[src/rtl/pc_gen_pkg.sv]
// Shared constants for the PC generation stage: parameter defaults, state
// encoding and redirect-source identifiers.
package pc_gen_pkg;

  localparam int          ADDR_W_DEF     = 64;
  localparam logic [63:0] START_ADDR_DEF = 64'h0000_0000_8000_0000;

  localparam logic [1:0] ST_IDLE = 2'd0;
  localparam logic [1:0] ST_RUN  = 2'd1;
  localparam logic [1:0] ST_HALT = 2'd2;

  // Redirect sources, listed from highest to lowest priority.
  localparam logic [1:0] SRC_NONE = 2'd0;
  localparam logic [1:0] SRC_TRAP = 2'd1;
  localparam logic [1:0] SRC_MRET = 2'd2;
  localparam logic [1:0] SRC_BR   = 2'd3;

  function automatic logic addr_misaligned(input logic [1:0] low_bits);
    return (low_bits != 2'b00);
  endfunction

endpackage

[src/rtl/pc_redirect_arb.sv]
// Combinational arbiter picking the winning redirect (trap > mret > branch)
// and flagging a misaligned winner.
module pc_redirect_arb
  import pc_gen_pkg::*;
#(
  parameter int ADDR_W = ADDR_W_DEF
) (
  input  logic              trap_valid_i,
  input  logic [ADDR_W-1:0] trap_target_i,
  input  logic              mret_valid_i,
  input  logic [ADDR_W-1:0] mret_target_i,
  input  logic              br_valid_i,
  input  logic [ADDR_W-1:0] br_target_i,
  output logic              redirect_valid_o,
  output logic [ADDR_W-1:0] redirect_target_o,
  output logic              misaligned_o
);

  logic [1:0] src_s;

  // Priority encode the redirect sources.
  always_comb begin
    src_s = SRC_NONE;
    if (trap_valid_i) begin
      src_s = SRC_TRAP;
    end else if (mret_valid_i) begin
      src_s = SRC_MRET;
    end else if (br_valid_i) begin
      src_s = SRC_BR;
    end else begin
      src_s = SRC_NONE;
    end
  end

  // Route the winner's target; only that target is alignment-checked.
  always_comb begin
    redirect_valid_o  = 1'b1;
    redirect_target_o = {ADDR_W{1'b0}};
    case (src_s)
      SRC_TRAP: redirect_target_o = trap_target_i;
      SRC_MRET: redirect_target_o = mret_target_i;
      SRC_BR:   redirect_target_o = br_target_i;
      default:  redirect_valid_o  = 1'b0;
    endcase
    misaligned_o = redirect_valid_o & addr_misaligned(redirect_target_o[1:0]);
  end

endmodule

[src/rtl/pc_gen.sv]
// Program-counter generation stage: holds the fetch PC, offers it to fetch
// over valid/ready, and applies redirects, halt and misalignment stops.
module pc_gen
  import pc_gen_pkg::*;
#(
  parameter int                ADDR_W     = ADDR_W_DEF,
  parameter logic [ADDR_W-1:0] START_ADDR = ADDR_W'(START_ADDR_DEF)
) (
  input  logic              clk,
  input  logic              reset,
  input  logic              ready_i,
  output logic              valid_o,
  output logic [ADDR_W-1:0] pc_o,
  input  logic              br_valid_i,
  input  logic [ADDR_W-1:0] br_target_i,
  input  logic              trap_valid_i,
  input  logic [ADDR_W-1:0] trap_target_i,
  input  logic              mret_valid_i,
  input  logic [ADDR_W-1:0] mret_target_i,
  input  logic              halt_i,
  output logic              halted_o,
  output logic              misalign_o,
  output logic [63:0]       fetch_cnt_o
);

  localparam logic [ADDR_W-1:0] PC_STEP = ADDR_W'(32'd4);

  logic [1:0]        state_q, state_d;
  logic [ADDR_W-1:0] pc_q, pc_d;
  logic [63:0]       cnt_q, cnt_d;
  logic              valid_q, valid_d;
  logic              halted_q, halted_d;
  logic              misalign_q, misalign_d;

  logic              handshake_s;
  logic              redir_valid_s;
  logic [ADDR_W-1:0] redir_target_s;
  logic              redir_misaligned_s;

  pc_redirect_arb #(.ADDR_W(ADDR_W)) u_arb (
    .trap_valid_i     (trap_valid_i),
    .trap_target_i    (trap_target_i),
    .mret_valid_i     (mret_valid_i),
    .mret_target_i    (mret_target_i),
    .br_valid_i       (br_valid_i),
    .br_target_i      (br_target_i),
    .redirect_valid_o (redir_valid_s),
    .redirect_target_o(redir_target_s),
    .misaligned_o     (redir_misaligned_s)
  );

  // valid_q mirrors state RUN, so the handshake uses only registered state.
  assign handshake_s = valid_q & ready_i;

  // Next-state logic for state, PC, counter and status flags.
  always_comb begin
    state_d    = state_q;
    pc_d       = pc_q;
    cnt_d      = cnt_q;
    misalign_d = misalign_q;
    case (state_q)
      ST_IDLE: state_d = ST_RUN;
      ST_RUN: begin
        if (handshake_s) begin
          cnt_d = cnt_q + 64'd1;
        end else begin
          cnt_d = cnt_q;
        end
        if (halt_i) begin
          state_d = ST_HALT;
        end else if (redir_valid_s) begin
          if (redir_misaligned_s) begin
            misalign_d = 1'b1;
            state_d    = ST_HALT;
          end else begin
            pc_d = redir_target_s;
          end
        end else if (handshake_s) begin
          pc_d = pc_q + PC_STEP;
        end else begin
          pc_d = pc_q;
        end
      end
      ST_HALT: state_d = ST_HALT;
      default: state_d = ST_IDLE;
    endcase
    valid_d  = (state_d == ST_RUN);
    halted_d = (state_d == ST_HALT);
  end

  // State and output registers with synchronous reset.
  always_ff @(posedge clk) begin
    if (reset) begin
      state_q    <= ST_IDLE;
      pc_q       <= START_ADDR;
      cnt_q      <= 64'd0;
      valid_q    <= 1'b0;
      halted_q   <= 1'b0;
      misalign_q <= 1'b0;
    end else begin
      state_q    <= state_d;
      pc_q       <= pc_d;
      cnt_q      <= cnt_d;
      valid_q    <= valid_d;
      halted_q   <= halted_d;
      misalign_q <= misalign_d;
    end
  end

  assign valid_o     = valid_q;
  assign pc_o        = pc_q;
  assign halted_o    = halted_q;
  assign misalign_o  = misalign_q;
  assign fetch_cnt_o = cnt_q;

endmodule
[config.mk]
export PLATFORM = sky130hd
export DESIGN_NAME = pc_gen
export DESIGN_NICKNAME = d
export VERILOG_FILES = /design/src/rtl/pc_gen_pkg.sv /design/src/rtl/pc_redirect_arb.sv /design/src/rtl/pc_gen.sv
export SDC_FILE = /design/constraint.sdc
export NUM_CORES = 1
export LEC_CHECK = 0
export BUFFER_PORTS_ARGS = -buffer_cell sky130_fd_sc_hd__buf_2
export CORE_UTILIZATION = 49
export DETAILED_ROUTE_END_ITERATION = 7
export GPL_TIMING_DRIVEN = 0
export PLACE_DENSITY = 0.8
export SKIP_LAST_GASP = 1
export SYNTH_ARGS = -nofsm -noshare
export SYNTH_HDL_FRONTEND = slang
export SYNTH_SLANG_ARGS = --single-unit
[constraint.sdc]
create_clock -name clk -period 3.3 [get_ports clk]
set_input_delay 0.66 -clock clk [delete_from_list [all_inputs] [get_ports clk]]
set_output_delay 0.66 -clock clk [all_outputs]
set_load 0.02 [all_outputs]
Word-level counts from Yosys, hierarchy flattened
Cells that the tools add are included.
{ "totals": {"register_bits": 133} }
{ "op_classes": {"bitwise": 3, "n_eq_ne": 8, "muxes": 12, "add_sub_neg": 2, "reduce_logical": 7} }
{ "op_table": {"columns": ["cell", "n"], "rows": [
  ["2-to-1 mux 64 bit", 3],
  ["case mux 64 bit (3 select lines)", 1],
  ["adder 64 x 1 -> 64 bit (second input constant)", 1],
  ["adder 64 x 3 -> 64 bit (second input constant)", 1],
  ["2-to-1 mux 2 bit", 6],
  ["== test 2 bit (second input constant)", 4],
  ["AND reduction 4 bit", 2],
  ["== test 2 x 1 -> 1 bit (second input constant)", 3],
  ["case mux 2 bit (3 select lines)", 1],
  ["nonzero test 2 bit", 2],
  ["OR reduction 3 bit", 1],
  ["bitwise AND 1 bit", 2],
  ["zero test 2 bit", 1],
  ["inequality test 2 bit (second input constant)", 1],
  ["AND reduction 2 bit", 1],
  ["2-to-1 mux 1 bit", 1],
  ["inverter 1 bit", 1]
]} }

Longest topological paths before layout
{ "depth": {"word_depth": 12, "depth_mapped": 9, "ltp_nobuf": 7} }

Modules after synthesis
A second synthesis with hierarchy kept.
{ "unflattened": {"cells_unflattened": 1158, "hier_area_um2": 8605.8} }
{ "by_module_without_submodules": {"columns": ["module", "area_each_um2", "seq_area_each_um2", "cells_each", "instances"], "rows": [
  ["pc_gen", 7314.5, 2662.6, 933, 1],
  ["pc_redirect_arb", 1291.2, 0.0, 225, 1]
]} }

Worst setup path after synthesis
No wires, ideal clock.
{ "synth_path": {"kind": "flip-flop to flip-flop", "start": "register pc_q[2], in the netlist pc_o[2]", "end": "register pc_q[28], in the netlist pc_o[28]", "path_stages_with_launch": 9, "synth_period_minus_slack_ns": 2.575, "path_buffers": 1, "setup_ns": 0.119, "t_arrival_ns": 2.456, "setup_slack_ns": 0.725, "path_cell_list": "dfxtp_1 > ha_1 > nand3_1 > or4_1 > buf_4 > or3_4 > nor2_1 > a21oi_1 > o221a_2"} }
{ "synth_via": {"elab_chain_cells": 3} }
{ "synth_rtl": {"columns": ["item", "line", "rtl"], "rows": [
  ["start: declaration", "pc_gen.sv:29", "logic [ADDR_W-1:0] pc_q, pc_d;"],
  ["start signal: assignment", "pc_gen.sv:102", "pc_q <= pc_d;"],
  ["adder 64 x 3 -> 64 bit", "pc_gen.sv:79", "pc_d = pc_q + PC_STEP;"],
  ["2-to-1 mux 64 bit", "pc_gen.sv:78", "end else if (handshake_s) begin"],
  ["2-to-1 mux 64 bit", "pc_gen.sv:71", "end else if (redir_valid_s) begin"]
]} }
No other way between the ends. The select of a mux whose other input is x is not followed.
A chain may end at the register's enable or synchronous reset.

Final worst setup path
{ "layout_path": {"start": "register pc_q[29], in the netlist pc_o[29]", "end": "register pc_q[53], in the netlist pc_o[53]"} }
Same word-level chain as after synthesis.

==> flow_summary.html <==
<table>
<tr><th>Metric</th><th>Value</th></tr>
<tr><th colspan="2">Logic synthesis</th></tr>
<tr><td>Cell variety after synth</td><td>65</td></tr>
<tr><td>Most used standard cells in the synthesized netlist</td><td>133 x sky130_fd_sc_hd__dfxtp_1, 126 x sky130_fd_sc_hd__nand2_1, 119 x sky130_fd_sc_hd__nor2_1, 108 x sky130_fd_sc_hd__o21ai_0, 78 x sky130_fd_sc_hd__a21oi_1</td></tr>
<tr><td>Most used standard cell by instance count after synthesis</td><td>sky130_fd_sc_hd__dfxtp_1</td></tr>
<tr><td>Post-synthesis instance area</td><td>0.00816 mm²</td></tr>
<tr><td>Yosys top cell area share</td><td>0.326</td></tr>
<tr><td>Top_reg_cell synth</td><td>sky130_fd_sc_hd__dfxtp_1</td></tr>
<tr><td>Share of flip-flops with an asynchronous set or reset</td><td>0</td></tr>
<tr><td>Syn Area/Cell</td><td>7.29 µm²</td></tr>
<tr><td>Share of synthesized area occupied by flip-flops and latches</td><td>0.326</td></tr>
<tr><td>Post-synth EDFFs</td><td>0</td></tr>
<tr><td>Synthesized instance count</td><td>1120</td></tr>
<tr><td>Post-synthesis net count</td><td>1321</td></tr>
<tr><td>Biggest area consumer among synthesized cells</td><td>sky130_fd_sc_hd__dfxtp_1</td></tr>
<tr><td>Top area cells in the synthesized netlist</td><td>sky130_fd_sc_hd__dfxtp_1 33%, sky130_fd_sc_hd__o21ai_0 6.6%, sky130_fd_sc_hd__nand2_1 5.8%</td></tr>
<tr><td>Synthesized flop and latch total</td><td>133</td></tr>
<tr><td>Count of warnings emitted by yosys</td><td>0</td></tr>
<tr><th colspan="2">Layout</th></tr>
<tr><td>Layout Area Growth over Synthesis</td><td>31.3%</td></tr>
<tr><td>Area occupied by multi-input gates</td><td>0.00514 mm²</td></tr>
<tr><td>Filler cell count</td><td>1457</td></tr>
<tr><td>Total Nets Final</td><td>1668</td></tr>
<tr><td>Layout cell share with drive strength beyond 1</td><td>0.260</td></tr>
<tr><td>Final Cell Area</td><td>0.0107 mm²</td></tr>
<tr><td>Post-Layout Cell Count</td><td>1696</td></tr>
<tr><td>Footprint of the flip-flops and latches</td><td>0.00266 mm²</td></tr>
<tr><th colspan="2">STA</th></tr>
<tr><td>Setup WS post-layout</td><td>194 ps</td></tr>
<tr><td>Worst setup skew after layout</td><td>8.81 ps</td></tr>
<tr><td>Fmax</td><td>322 MHz</td></tr>
<tr><td>Minimum clock period after layout</td><td>3110 ps</td></tr>
<tr><td>Ratio of final minimum period to clock period</td><td>0.941</td></tr>
<tr><td>Hold Violations, Final</td><td>0</td></tr>
<tr><td>Final-report max-slew violation count</td><td>0</td></tr>
<tr><td>Max transition margin</td><td>0.312</td></tr>
<tr><td>Final setup violation count</td><td>0</td></tr>
<tr><td>RSZ-0062 raised after global routing</td><td>no</td></tr>
<tr><td>Tightest Pin Transition</td><td>1020 ps</td></tr>
<tr><th colspan="2">Place</th></tr>
<tr><td>DP Worst Slack</td><td>-70.4 ps</td></tr>
<tr><td>Half-perimeter wire length after placement</td><td>26.5 mm</td></tr>
<tr><td>Number of buffer cells added on primary ports</td><td>328</td></tr>
<tr><td>Cell area reported after detailed placement</td><td>0.0101 mm²</td></tr>
<tr><td>Placed cells</td><td>1664</td></tr>
<tr><td>RD Place Congestion</td><td>1.03</td></tr>
<tr><th colspan="2">Critical path</th></tr>
<tr><td>Type of the worst setup path</td><td>reg -&gt; reg</td></tr>
<tr><td>Data arrival, critical path</td><td>3380 ps</td></tr>
<tr><td>Maximum fanout along the worst path</td><td>10</td></tr>
<tr><td>Endpoint required time on the critical path</td><td>3570 ps</td></tr>
<tr><td>Worst Setup End Kind</td><td>register</td></tr>
<tr><td>Setup crit start kind</td><td>register</td></tr>
<tr><th colspan="2">Clocking</th></tr>
<tr><td>Hold buffer count at CTS</td><td>0</td></tr>
<tr><td>Reg clk slew, reported paths</td><td>60 ps</td></tr>
<tr><td>Clock insertion delay at the later pin of the skew report</td><td>430 ps</td></tr>
<tr><td>Clock sink total</td><td>133</td></tr>
<tr><td>Cell at the root of the clock tree</td><td>sky130_fd_sc_hd__clkbuf_16</td></tr>
<tr><td>Maximum clock path buffer count</td><td>2</td></tr>
<tr><td>TritonCTS clock tree</td><td>done</td></tr>
<tr><td>H-tree lvl count</td><td>4</td></tr>
<tr><td>Number of buffers added for setup after CTS</td><td>0</td></tr>
<tr><td>Number of clock buffers inserted by TritonCTS</td><td>17</td></tr>
<tr><td>Cells resized by post-CTS repair</td><td>1</td></tr>
<tr><th colspan="2">Power and ir drop</th></tr>
<tr><td>Leak pwr</td><td>4.27 nW</td></tr>
<tr><td>Power Dens Cells</td><td>396 mW/mm²</td></tr>
<tr><td>Worst voltage drop across the vdd grid</td><td>0.414 mV</td></tr>
<tr><th colspan="2">Die</th></tr>
<tr><td>Core area</td><td>0.0161 mm²</td></tr>
<tr><td>Die extent in y</td><td>131 µm</td></tr>
<tr><td>Num rows</td><td>46</td></tr>
<tr><td>IO Count</td><td>330</td></tr>
<tr><td>Die Outline Area</td><td>0.0172 mm²</td></tr>
<tr><td>Initial cell density of the core</td><td>0.508</td></tr>
<tr><td>DIE WIDTH</td><td>131 µm</td></tr>
<tr><th colspan="2">Job</th></tr>
<tr><td>Count of max-cap constraint violations</td><td>0</td></tr>
<tr><th colspan="2">Run status</th></tr>
<tr><td>Result of the run</td><td>completed</td></tr>
<tr><th colspan="2">Hold path</th></tr>
<tr><td>HP Class</td><td>reg -&gt; reg</td></tr>
<tr><th colspan="2">Drt</th></tr>
<tr><td>Per-cell routed wire length</td><td>20.9 µm</td></tr>
<tr><td>Post-route DRC violation count</td><td>0</td></tr>
<tr><td>Routed via count</td><td>10700</td></tr>
<tr><td>Number of nets with antenna violations after routing</td><td>0</td></tr>
<tr><td>Length of the first detailed-routing pass in iterations</td><td>6</td></tr>
<tr><td>Post-detailed-routing wire length</td><td>35.4 mm</td></tr>
<tr><td>Per-cell via count in the routed design</td><td>6.29</td></tr>
<tr><td>Initial detailed-routing violation count</td><td>1161</td></tr>
<tr><th colspan="2">GRT</th></tr>
<tr><td>Antenna violations before repair</td><td>0</td></tr>
<tr><td>Total gr overflow</td><td>0</td></tr>
<tr><td>Global routing usage summed across all routing layers</td><td>0.410</td></tr>
<tr><td>Maximum number of pins on one net before global-route repair</td><td>17</td></tr>
<tr><td>Wire length of the first global-routing pass</td><td>52.3 mm</td></tr>
<tr><td>Via count of the first global-routing pass</td><td>9401</td></tr>
</table>
power breakdown:
group | total [W] | switching (W) | internal, W
registers | 0.00167 | 0.0000397 | 0.00163
clock network | 0.00201 | 0.000762 | 0.00125
logic | 0.000558 | 0.000349 | 0.000208
cells by family after synthesis:
logic type,Yosys count,synth area share
AOI/OAI and AO/OA,330,0.246
xor gates and xnor gates,46,0.0494
adders and majority gates,2,0.00307
buffers and inverters,98,0.0461
DFF,133,0.326
muxes,18,0.0221
and+or+nand+nor,493,0.307
area by class of cell:
| type | instances | area share |
|---|---|---|
| flip-flops and latches | 133 | 0.249 |
| diodes | 1 | 0.000234 |
| plain buffers | 80 | 0.0288 |
| repair buffers | 328 | 0.153 |
| inverters | 18 | 0.00631 |
| well taps | 216 | 0.0252 |
| multi-input cells | 889 | 0.480 |
| clock inverters | 11 | 0.0139 |
| clock buffers | 20 | 0.0436 |
path summary, 6_finish.rpt:
check | start | depth (start not counted) | slack [ps] | end
worst min-delay path | pc_o[63] | 2 | 490 | pc_o[63]
worst max register to register | pc_o[29] | 8 | 190 | pc_o[53]
worst min register to register | pc_o[63] | 2 | 490 | pc_o[63]
worst max-delay path | pc_o[29] | 8 | 190 | pc_o[53]
per-stage QoR:
| stage | setup TNS, ps | util | hold slack, ps | total power, W |
|---|---|---|---|---|
| after CTS | 0 | 0.666 | 488 | 0.00421 |
| after floorplan | 0 | - | 460 | 0.00196 |
| after global routing | 0 | 0.667 | 508 | 0.00434 |
| after global placement | -275 | 0.627 | 450 | 0.00224 |
| final | 0 | 0.667 | 488 | 0.00424 |
| after detailed placement | -359 | 0.627 | 471 | 0.00224 |
registers in the layout, summed over array words and instances (netlist names):
signal,count
fetch_cnt_o,64
halted_o,1
misalign_o,1
pc_o,64
state_q,2
valid_o,1
placed cells by master, fill, tap and decap left out, drive strengths merged, types with 4 or more instances in the layout:
cell and count:
a32o 4, or4 7, and3 19, clkinv 4, clkbuf 90, nor2b 4
a211oi 11, inv 19, o21ai 109, or3 22, a41oi 4, a21oi 78
nand3 48, or2 5, o22ai 24, o31ai 6, nor4 26, a22oi 43
mux2i 18, nand2 126, dfxtp 133, and2 7, nor2 119, a31oi 15
nor3 40, xor2 14, buf 338, nor4b 4, and4 12, o211ai 11
xnor2 32, nand4 41
per-layer routing:
| layer | global-route usage | routed length, µm | vias to the layer above |
|---|---|---|---|
| met5 | 0 | 0 | - |
| met4 | 0.212 | 1670 | 0 |
| met3 | 0.0905 | 3930 | 134 |
| met2 | 0.645 | 15600 | 751 |
| met1 | 0.527 | 14200 | 4936 |
| li1 | - | - | 4847 |
critical path, stage by stage (launching register included):
cell,delay [ps]
sky130_fd_sc_hd__dfxtp_1,330
sky130_fd_sc_hd__clkbuf_1,270
sky130_fd_sc_hd__nand4_1,200
sky130_fd_sc_hd__nor4_1,750
sky130_fd_sc_hd__nand4_1,400
sky130_fd_sc_hd__clkbuf_1,330
sky130_fd_sc_hd__nor3_1,340
sky130_fd_sc_hd__mux2i_1,240
sky130_fd_sc_hd__o22ai_1,90
Power figures use the tool's default switching activity.
